## src/rtl/nco_pkg.sv

```systemverilog
// rtl/nco_pkg.sv - shared types, config selectors and sine table generator for nco_multi
package nco_pkg;

  typedef enum logic [1:0] {
    NCO_SAW    = 2'd0,
    NCO_SQUARE = 2'd1,
    NCO_TRI    = 2'd2,
    NCO_SINE   = 2'd3
  } nco_mode_e;

  localparam logic [1:0] CFG_FTW  = 2'd0;
  localparam logic [1:0] CFG_POFF = 2'd1;
  localparam logic [1:0] CFG_MODE = 2'd2;

  localparam longint PI_Q30 = 64'sd3373259426;

  // round((2^(out_w-1)-1) * sin(pi/2 * (idx+0.5) / 2^lut_aw)) in Q30 fixed point (Taylor series)
  function automatic int sine_lut_entry(input int lut_aw, input int out_w, input int idx);
    longint x;
    longint x2;
    longint term;
    longint sum;
    longint scale;
    x     = (PI_Q30 * longint'(2 * idx + 1)) >>> (lut_aw + 2);
    x2    = (x * x) >>> 30;
    term  = x;
    sum   = x;
    for (int k = 1; k <= 7; k++) begin
      term = -((term * x2) >>> 30) / longint'((2 * k) * (2 * k + 1));
      sum  = sum + term;
    end
    scale = longint'((1 << (out_w - 1)) - 1);
    return int'((scale * sum + (longint'(1) <<< 29)) >>> 30);
  endfunction

endpackage

```

## src/rtl/nco_sine_lut.sv

```systemverilog
// rtl/nco_sine_lut.sv - quarter-wave sine ROM with quadrant folding to a full offset-binary sample
module nco_sine_lut
  import nco_pkg::*;
#(
  parameter int LUT_AW = 6,
  parameter int OUT_W  = 8
) (
  input  logic [LUT_AW+1:0] phase_top,
  output logic [OUT_W-1:0]  sample
);

  localparam int DEPTH = 2 ** LUT_AW;

  logic [OUT_W-2:0]  rom [DEPTH];
  logic [1:0]        quad;
  logic [LUT_AW-1:0] addr;
  logic [OUT_W-2:0]  mag;

  for (genvar i = 0; i < DEPTH; i++) begin : g_rom
    localparam int ENTRY = sine_lut_entry(LUT_AW, OUT_W, i);
    assign rom[i] = ENTRY[OUT_W-2:0];
  end

  // Odd quadrants read the table backwards; the lower half mirrors below mid-scale (M-1-v == ~v).
  always_comb begin
    quad   = phase_top[LUT_AW+1:LUT_AW];
    addr   = quad[0] ? ~phase_top[LUT_AW-1:0] : phase_top[LUT_AW-1:0];
    mag    = rom[addr];
    sample = quad[1] ? {1'b0, ~mag} : {1'b1, mag};
  end

endmodule

```

## src/rtl/nco_multi.sv

```systemverilog
// rtl/nco_multi.sv - multi-channel NCO with double-buffered FTW, phase offset and waveform mode
module nco_multi
  import nco_pkg::*;
#(
  parameter int NUM_CH = 2,
  parameter int ACC_W  = 24,
  parameter int OUT_W  = 8,
  parameter int LUT_AW = 6
) (
  input  logic                                         clk,
  input  logic                                         rst,
  input  logic                                         en,
  input  logic                                         cfg_we,
  input  logic [((NUM_CH > 1) ? $clog2(NUM_CH) : 1)-1:0] cfg_ch,
  input  logic [1:0]                                   cfg_sel,
  input  logic [ACC_W-1:0]                             cfg_data,
  input  logic                                         update,
  input  logic                                         sync_clr,
  output logic [NUM_CH*OUT_W-1:0]                      wave_out,
  output logic                                         wave_valid,
  output logic [NUM_CH-1:0]                            msb_out
);

  // Only phase bits from the lowest one any waveform reads up to the MSB are kept.
  localparam int TRI_LSB = ACC_W - 1 - OUT_W;
  localparam int SIN_LSB = ACC_W - 2 - LUT_AW;
  localparam int PH_LSB  = (TRI_LSB < SIN_LSB) ? TRI_LSB : SIN_LSB;
  localparam int PH_W    = ACC_W - PH_LSB;
  localparam int PH_MSB  = PH_W - 1;

  logic [ACC_W-1:0] acc_q      [NUM_CH];
  logic [ACC_W-1:0] acc_d      [NUM_CH];
  logic [ACC_W-1:0] ftw_sh_q   [NUM_CH];
  logic [ACC_W-1:0] ftw_sh_d   [NUM_CH];
  logic [ACC_W-1:0] ftw_act_q  [NUM_CH];
  logic [ACC_W-1:0] ftw_act_d  [NUM_CH];
  logic [ACC_W-1:0] poff_sh_q  [NUM_CH];
  logic [ACC_W-1:0] poff_sh_d  [NUM_CH];
  logic [ACC_W-1:0] poff_act_q [NUM_CH];
  logic [ACC_W-1:0] poff_act_d [NUM_CH];
  nco_mode_e        mode_sh_q  [NUM_CH];
  nco_mode_e        mode_sh_d  [NUM_CH];
  nco_mode_e        mode_act_q [NUM_CH];
  nco_mode_e        mode_act_d [NUM_CH];
  logic [OUT_W-1:0] wave_q     [NUM_CH];
  logic [OUT_W-1:0] wave_d     [NUM_CH];
  logic [NUM_CH-1:0] msb_q;
  logic [NUM_CH-1:0] msb_d;
  logic              valid_q;
  logic              valid_d;

  logic [PH_W-1:0]  phase_hi [NUM_CH];
  logic [OUT_W-1:0] sine_s   [NUM_CH];
  logic [OUT_W-1:0] shape    [NUM_CH];
  logic             cfg_ch_ok;

  assign cfg_ch_ok = (int'(cfg_ch) < NUM_CH);

  for (genvar c = 0; c < NUM_CH; c++) begin : g_ch
    assign phase_hi[c] = PH_W'((acc_q[c] + poff_act_q[c]) >> PH_LSB);

    nco_sine_lut #(
      .LUT_AW (LUT_AW),
      .OUT_W  (OUT_W)
    ) u_sine (
      .phase_top (phase_hi[c][PH_MSB -: LUT_AW+2]),
      .sample    (sine_s[c])
    );

    always_comb begin
      shape[c] = phase_hi[c][PH_MSB -: OUT_W];
      case (mode_act_q[c])
        NCO_SAW:    shape[c] = phase_hi[c][PH_MSB -: OUT_W];
        NCO_SQUARE: shape[c] = {OUT_W{~phase_hi[c][PH_MSB]}};
        NCO_TRI:    shape[c] = phase_hi[c][PH_MSB] ? ~phase_hi[c][PH_MSB-1 -: OUT_W]
                                                   :  phase_hi[c][PH_MSB-1 -: OUT_W];
        NCO_SINE:   shape[c] = sine_s[c];
        default:    shape[c] = phase_hi[c][PH_MSB -: OUT_W];
      endcase
    end

    assign wave_out[c*OUT_W +: OUT_W] = wave_q[c];
  end

  always_comb begin
    ftw_sh_d   = ftw_sh_q;
    poff_sh_d  = poff_sh_q;
    mode_sh_d  = mode_sh_q;
    ftw_act_d  = ftw_act_q;
    poff_act_d = poff_act_q;
    mode_act_d = mode_act_q;
    acc_d      = acc_q;
    wave_d     = wave_q;
    msb_d      = msb_q;
    valid_d    = en && !sync_clr;

    if (cfg_we && cfg_ch_ok) begin
      case (cfg_sel)
        CFG_FTW:  ftw_sh_d[cfg_ch]  = cfg_data;
        CFG_POFF: poff_sh_d[cfg_ch] = cfg_data;
        CFG_MODE: mode_sh_d[cfg_ch] = nco_mode_e'(cfg_data[1:0]);
        default:  ;
      endcase
    end

    // Active copies take the shadow as it stood before any same-cycle write.
    if (update) begin
      ftw_act_d  = ftw_sh_q;
      poff_act_d = poff_sh_q;
      mode_act_d = mode_sh_q;
    end

    for (int c = 0; c < NUM_CH; c++) begin
      if (sync_clr) begin
        acc_d[c] = '0;
      end else if (en) begin
        acc_d[c]  = acc_q[c] + ftw_act_q[c];
        wave_d[c] = shape[c];
        msb_d[c]  = phase_hi[c][PH_MSB];
      end
    end
  end

  always_ff @(posedge clk or posedge rst) begin
    if (rst) begin
      for (int c = 0; c < NUM_CH; c++) begin
        acc_q[c]      <= '0;
        ftw_sh_q[c]   <= '0;
        ftw_act_q[c]  <= '0;
        poff_sh_q[c]  <= '0;
        poff_act_q[c] <= '0;
        mode_sh_q[c]  <= NCO_SAW;
        mode_act_q[c] <= NCO_SAW;
        wave_q[c]     <= '0;
      end
      msb_q   <= '0;
      valid_q <= 1'b0;
    end else begin
      acc_q      <= acc_d;
      ftw_sh_q   <= ftw_sh_d;
      ftw_act_q  <= ftw_act_d;
      poff_sh_q  <= poff_sh_d;
      poff_act_q <= poff_act_d;
      mode_sh_q  <= mode_sh_d;
      mode_act_q <= mode_act_d;
      wave_q     <= wave_d;
      msb_q      <= msb_d;
      valid_q    <= valid_d;
    end
  end

  assign wave_valid = valid_q;
  assign msb_out    = msb_q;

endmodule
```

## config.mk

```make
export PLATFORM = sky130hd
export DESIGN_NAME = nco_multi
export DESIGN_NICKNAME = d
export VERILOG_FILES = /design/src/rtl/nco_pkg.sv /design/src/rtl/nco_sine_lut.sv /design/src/rtl/nco_multi.sv
export SDC_FILE = /design/constraint.sdc
export NUM_CORES = 1
export LEC_CHECK = 0
export BUFFER_PORTS_ARGS = -buffer_cell sky130_fd_sc_hd__buf_4
export CAP_MARGIN = 20
export CORE_ASPECT_RATIO = 1.25
export CORE_UTILIZATION = 55
export CTS_CLUSTER_DIAMETER = 60
export CTS_CLUSTER_SIZE = 30
export DETAILED_ROUTE_END_ITERATION = 12
export PLACE_DENSITY_LB_ADDON = 0.15
export SLEW_MARGIN = 20
export SYNTH_ARGS = -nofsm -noshare
export SYNTH_HDL_FRONTEND = slang
export SYNTH_SLANG_ARGS = --single-unit
```

## constraint.sdc

```tcl
create_clock -name clk -period 8.1 [get_ports clk]
set_clock_uncertainty 0.05 [all_clocks]
set_input_delay 0 -clock clk [delete_from_list [all_inputs] [get_ports clk]]
set_output_delay 0 -clock clk [all_outputs]
set_load 0.02 [all_outputs]
```

==> results of run 1 <==
==> flip-flops by register name, summed over array words and instances (netlist names) <==
| signal | cells |
|---|---|
| wave_valid | 1 |
| mode_act_q | 4 |
| acc_q | 48 |
| ftw_act_q | 48 |
| ftw_sh_q | 48 |
| mode_sh_q | 4 |
| poff_sh_q | 48 |
| msb_out | 2 |
| poff_act_q | 48 |
| wave_out | 16 |
==> power by group through the flow <==
stage               Clock, mW  Combinational (mW)  Sequential (mW)
floorplan                   0                4.25             1.95
finish                   1.07                5.48             1.97
CTS                      1.10                5.43             1.97
global placement            0                5.35             1.98
global route             1.14                6.03             2.02
detailed placement          0                5.38             1.99
==> per-layer routing <==
| metal | up-vias | wire [µm] | track usage |
|---|---|---|---|
| met2 | 188 | 19400 | 0.453 |
| met5 | - | 10 | 0 |
| met4 | 2 | 784 | 0.0644 |
| met3 | 49 | 1100 | 0.0252 |
| li1 | 5814 | - | - |
| met1 | 5999 | 17400 | 0.341 |
==> critical path: stages, from the launching register on <==
cell and delay (ps):
dfrtp_1 410, ha_1 380, a21oi_1 180, o21ai_1 160, o31ai_1 370, nand4_1 190, a31oi_2 710, xnor2_2 170
buf_4 320, xnor2_1 250, inv_1 170, ha_1 450, mux2i_1 110, nor2_1 100, nor3_1 60, a31oi_1 140
o21ai_0 100, o22ai_1 210, mux2i_1 210, o311ai_0 150
==> cell usage after synthesis, types with 15 or more instances <==
cell / n
mux2_2: 199
inv_1: 21
o21ai_0: 59
a211oi_1: 15
nand2b_1: 17
dfrtp_1: 267
clkbuf_1: 59
nor3_1: 39
o21a_1: 18
xnor2_1: 73
ha_1: 104
a21o_1: 31
a21oi_1: 85
a31oi_1: 21
mux2i_1: 54
nor2_1: 112
nand3_1: 38
xor2_1: 21
nand2_1: 83
==> worst max path at each step <==
| stage | endpoint | cells after the start | from |
|---|---|---|---|
| global placement | wave_out[9] | 19 | acc_q[16] |
| detailed placement | wave_out[9] | 19 | acc_q[16] |
| global route | wave_out[9] | 19 | acc_q[16] |
| CTS | wave_out[9] | 19 | acc_q[16] |
| finish | wave_out[9] | 19 | acc_q[16] |
| floorplan | acc_q[0] | 1 | rst |
==> through the flow <==
step | instance area (µm²) | util
2_1_floorplan | 16500 | -
6_report | 18200 | 0.620
3_5_place_dp | 17200 | 0.585
4_1_cts | 18200 | 0.619
3_3_place_gp | 17200 | 0.585
5_1_grt | 18200 | 0.620
==> cell families (layout without fill, tap and decap cells) <==
group	after synthesis	in the layout
simple gates	374	374
flops	267	267
compound gates	356	356
mux	255	255
fa+ha+maj	106	106
buf+inv	101	151
xor+xnor	101	101
==> repair_timing <==
action                                 in CTS  in global routing
hold buffers                               31                  0
endpoints found under the hold margin     301                  0
setup buffers                               0                  0
==> layout make-up <==
cell class                      count  area [µm²]
Clock inverter                     12         211
Sequential cell                   267        6680
Clock buffer                       20         479
Fill cell                        2532       11200
Timing Repair Buffer               97         810
Multi-Input combinational cell   1192        9470
Inverter                           22        90.1
Tap cell                          396         495
==> results.cfg, run 1 <==
[route]
drt-vias-per-instance = 6.01
firstDrtPassIters = 5
finalWirelength_um = 38700
detail-route-antenna-nets = 0
drc = 0
post_drt_wl_per_cell_um = 19.3
dr.first_iter.drc_count = 612
via_count = 12100

[logic_synthesis]
synth-edff-count = 0
synthesis.nets = 1699
synth_top_cell_area_share = 0.404
synth-simple-area-share = 0.110
ys_warn_count = 0
yosys.area.top_type = dfrtp_1
ys_seq_area_frac = 0.404
synthAdderAreaFrac = 0.0811
synth_cells = 1560
synth_cell_types = 97
ys_async_sr_fraction = 1.00
syn_area_per_cell_um2 = 10.6
synth_top_family_by_area = multiplexers
synth-xor-area-share = 0.0580
synth_area_leaders = dfrtp_1 40%, mux2_2 14%, ha_1 7.9%
yosys-mux-area-fraction = 0.170
synth_ff_type = dfrtp_1
ys_seq_elements = 267
synthesis.area_mm2 = 0.0165
synth-compound-area-share = 0.151

[clock_tree]
cts.sinks = 267
clockBufferDepth = 3
cts_tree = yes
cts_resized = 0
insertion_delay_ps = 540
cts_buffers = 19
cts_root_buf = clkbuf_16
clk_pin_slew_ps = 90
cts_max_level = 1

[floorplanning]
dieArea_mm2 = 0.0308
die_h_um = 196
coreArea_mm2 = 0.0294
die_x_um = 157
row_count = 70
ioPinCount = 52
initial_core_util = 0.562

[critical_path]
critPathRequiredTime_ps = 8410
critPathMaxFanout = 23
cp.arrival_ps = 5370
startpoint_type = register
crit_path_end_kind = register
r2r_start = acc_q[16]
r2r_cells = 19
regToRegSetupSlack_ps = 3030
rr_endpoint = wave_out[9]
crit_type = register to register

[timing]
period_minus_slack_ps = 5070
fmax_ghz = 0.197
holdWs_ps = 117
report.final.slew_viol_count = 0
fin_crit_sh = 0.625
worst_slack_ps = 3030
setup_viol = 0
tightest_slew_ps = 1060
hold_viol_final = 0
tns_ps = 0
rsz0062_at_grt = false
relSlewSlack = 0.293

[cells_and_area]
antennaDiodeCount = 0
syn_to_final_growth_pct = 10.3
final_cell_mix = 267 x dfrtp_1, 199 x mux2_2, 112 x nor2_1, 104 x ha_1, 85 x a21oi_1
drive_above_1_share = 0.216
final_cells = 2006
mostFrequentLayoutCell = dfrtp_1
nets = 1738

[placed_design]
dp_slack_ps = 3180
dp_hpwl_um = 26800
dp.cells = 1942
routabilityCongestion = 0.916
numPortBuffers = 51

[min_path]
hp-class = input port to asynchronous set/reset pin

[power]
power.density_mw_per_mm2 = 467
p_int_mw = 4.47
switching_share = 0.474
power_switching_mw = 4.04
power_mw = 8.51
p_comb_frac = 0.643
p_leak_nw = 8.27
seq_power_share = 0.231
ir_worst_vdd_v = 0.000241
pwr-share-clk = 0.126

[grt]
grt_pass1_vias = 12100
gr-total-overflow = 0
grt_use_total = 0.258
antenna_found_initial = 1
grt_pass1_wl_um = 63100
grt_max_degree = 136

[run]
max_cap_violations = 0

[status]
outcome = finished, final reports clean
Power figures use the tool's default switching activity.
==> run 2: changes to the inputs <==
==> constraint.sdc (replaced) <==
create_clock -name clk -period 4.2 [get_ports clk]
set_clock_uncertainty 0.05 [all_clocks]
set_input_delay 0 -clock clk [delete_from_list [all_inputs] [get_ports clk]]
set_output_delay 0 -clock clk [all_outputs]
set_load 0.02 [all_outputs]
==> run 2 against run 1 <==
Net effect: fmax grew 26%; non-clock buffer count grew 38; first-iteration DRC count rose by 3.4%; sequential share of layout area shrank 1.1 points; final area rose by 3.0%; global-route usage up 0.56 points; flip-flop and latch count did not move; die area is the same; wire length grew 1.1%; register-to-register slack lost 2800 ps; setup slack worse by 2800 ps.
==> results.cfg, run 2 (same netlist as run 1, synthesis figures left out) <==
[status]
outcome = finished, final reports clean

[placed_design]
dp_slack_ps = 72.4
numPortBuffers = 51
dp_hpwl_um = 27600
routabilityCongestion = 0.935

[timing]
setup_viol = 0
fin_crit_sh = 0.955
fmax_ghz = 0.249
report.final.slew_viol_count = 0
tightest_slew_ps = 975
hold_viol_final = 0
worst_slack_ps = 188
relSlewSlack = 0.350
period_minus_slack_ps = 4010
rsz0062_at_grt = true

[route]
via_count = 12300
post_drt_wl_per_cell_um = 19.1
dr.first_iter.drc_count = 633
drc = 0
detail-route-antenna-nets = 0
drt-vias-per-instance = 6.01
finalWirelength_um = 39100
firstDrtPassIters = 5

[floorplanning]
row_count = 70
dieArea_mm2 = 0.0308
die_h_um = 196
die_x_um = 157
initial_core_util = 0.562
ioPinCount = 52
coreArea_mm2 = 0.0294

[clock_tree]
clockBufferDepth = 3
cts_root_buf = clkbuf_16
clk_pin_slew_ps = 100
cts_buffers = 21
insertion_delay_ps = 550
cts_tree = yes
cts.sinks = 267
cts_max_level = 1

[critical_path]
regToRegSetupSlack_ps = 190
cp_cell_sequence = ha_1 > a211oi_1 > o21ai_2 > o2111ai_4 > a311oi_4 > nor4_2 > nor3_2 > buf_4 > xor2_4 > inv_1 > ha_1 > o21ai_1 > o221ai_1 > and3_1 > o31ai_2 > mux2i_1 > a211o_1
critPathMaxFanout = 5
r2r_start = acc_q[30]
slowest_delay_ps = 480
cp.arrival_ps = 4390
path_common_cell = ha_1
critPathRequiredTime_ps = 4580
r2r_cells = 17
crit_path_end_kind = register
rr_endpoint = wave_out[3]
startpoint_type = register
cp_top_family = compound AO/OA/AOI/OAI gates
cp.buffers_inverters = 2
cp_slowest_cell = a311oi_4
crit_type = register to register

[min_path]
min-delay-start = en
min_to = acc_q[46]
hp-class = input port to register
hold_depth = 3

[cells_and_area]
nets = 1778
fin_util = 0.638
antennaDiodeCount = 0
mostFrequentLayoutCell = dfrtp_1
final_cell_mix = 267 x dfrtp_1, 199 x mux2_2, 112 x nor2_1, 102 x ha_1, 100 x buf_4
drive_above_1_share = 0.247
syn_to_final_growth_pct = 13.6

[grt]
grt_use_total = 0.264
grt_max_degree = 111
antenna_found_initial = 1
grt_pass1_wl_um = 64800
gr-total-overflow = 0
grt_pass1_vias = 12600

[run]
max_cap_violations = 0
[run 2: changes by cell type in the layout (fill, tap and decap cells not counted), sizes merged]
cell,previous run,this run
buf,66,103
clkinvlp,0,1
clkinv,6,2
clkbuf,20,22
inv,26,35
bufinv,2,0
dlygate4sd3,31,32
[run 2: worst register-to-register path, delay by kind of cell (launching register included)]
kind	cells	cell delay, ps
buffers and inverters	2	290
XOR/XNOR	1	180
AO/OA/AOI/OAI	8	1700
flip-flops	1	420
multiplexers	1	120
adder cells (fa/ha/maj)	2	570
AND/OR/NAND/NOR	3	560
[run 2: metal layers]
layer,global-route usage,share of wire
met5,0,0.00026
met4,0.0881,0.024
met3,0.0272,0.037
met2,0.461,0.49
met1,0.340,0.44
[run 2: worst max path at each step]
| stage | start | end | slack (ps) | cells past startpoint |
|---|---|---|---|---|
| final | acc_q[30] | wave_out[3] | 190 | 17 |
| after global routing | acc_q[8] | wave_out[9] | -20 | 18 |
| after CTS | acc_q[30] | wave_out[3] | 30 | 16 |
| after detailed placement | acc_q[30] | wave_out[3] | 70 | 16 |
| after global placement | acc_q[30] | wave_out[3] | 140 | 16 |
| after floorplan | acc_q[16] | wave_out[9] | 40 | 19 |
[run 2: layout make-up]
| type | instances | area (µm²) |
|---|---|---|
| Clock buffer | 22 | 529 |
| Clock inverter | 16 | 240 |
| Fill cell | 2376 | 10600 |
| Inverter | 22 | 86.3 |
| Multi-Input combinational cell | 1192 | 9630 |
| Sequential cell | 267 | 6680 |
| Tap cell | 396 | 495 |
| Timing Repair Buffer | 135 | 1130 |
[run 2: timing repair]
item	CTS	global route
endpoints found under the setup margin	0	12
buffers inserted	0	1
hold buffers	32	0
endpoints found under the hold margin	410	0
gates resized for setup	0	26
[run 2: per-stage QoR]
| stage | instance area, µm² | hold WS (ps) | instances | TNS [ps] |
|---|---|---|---|---|
| 2_1_floorplan | 16500 | 100 | 1560 | 0 |
| 3_3_place_gp | 17500 | -113 | 1978 | 0 |
| 3_5_place_dp | 17500 | -110 | 1978 | 0 |
| 4_1_cts | 18600 | 85.0 | 2048 | 0 |
| 5_1_grt | 18800 | 181 | 2050 | -58.3 |
| 6_report | 18800 | 124 | 2050 | 0 |
Power of run 2 is left out: the tool's default activity adds up to more than one toggle a clock period on the data nets, which glitch-free logic cannot reach.
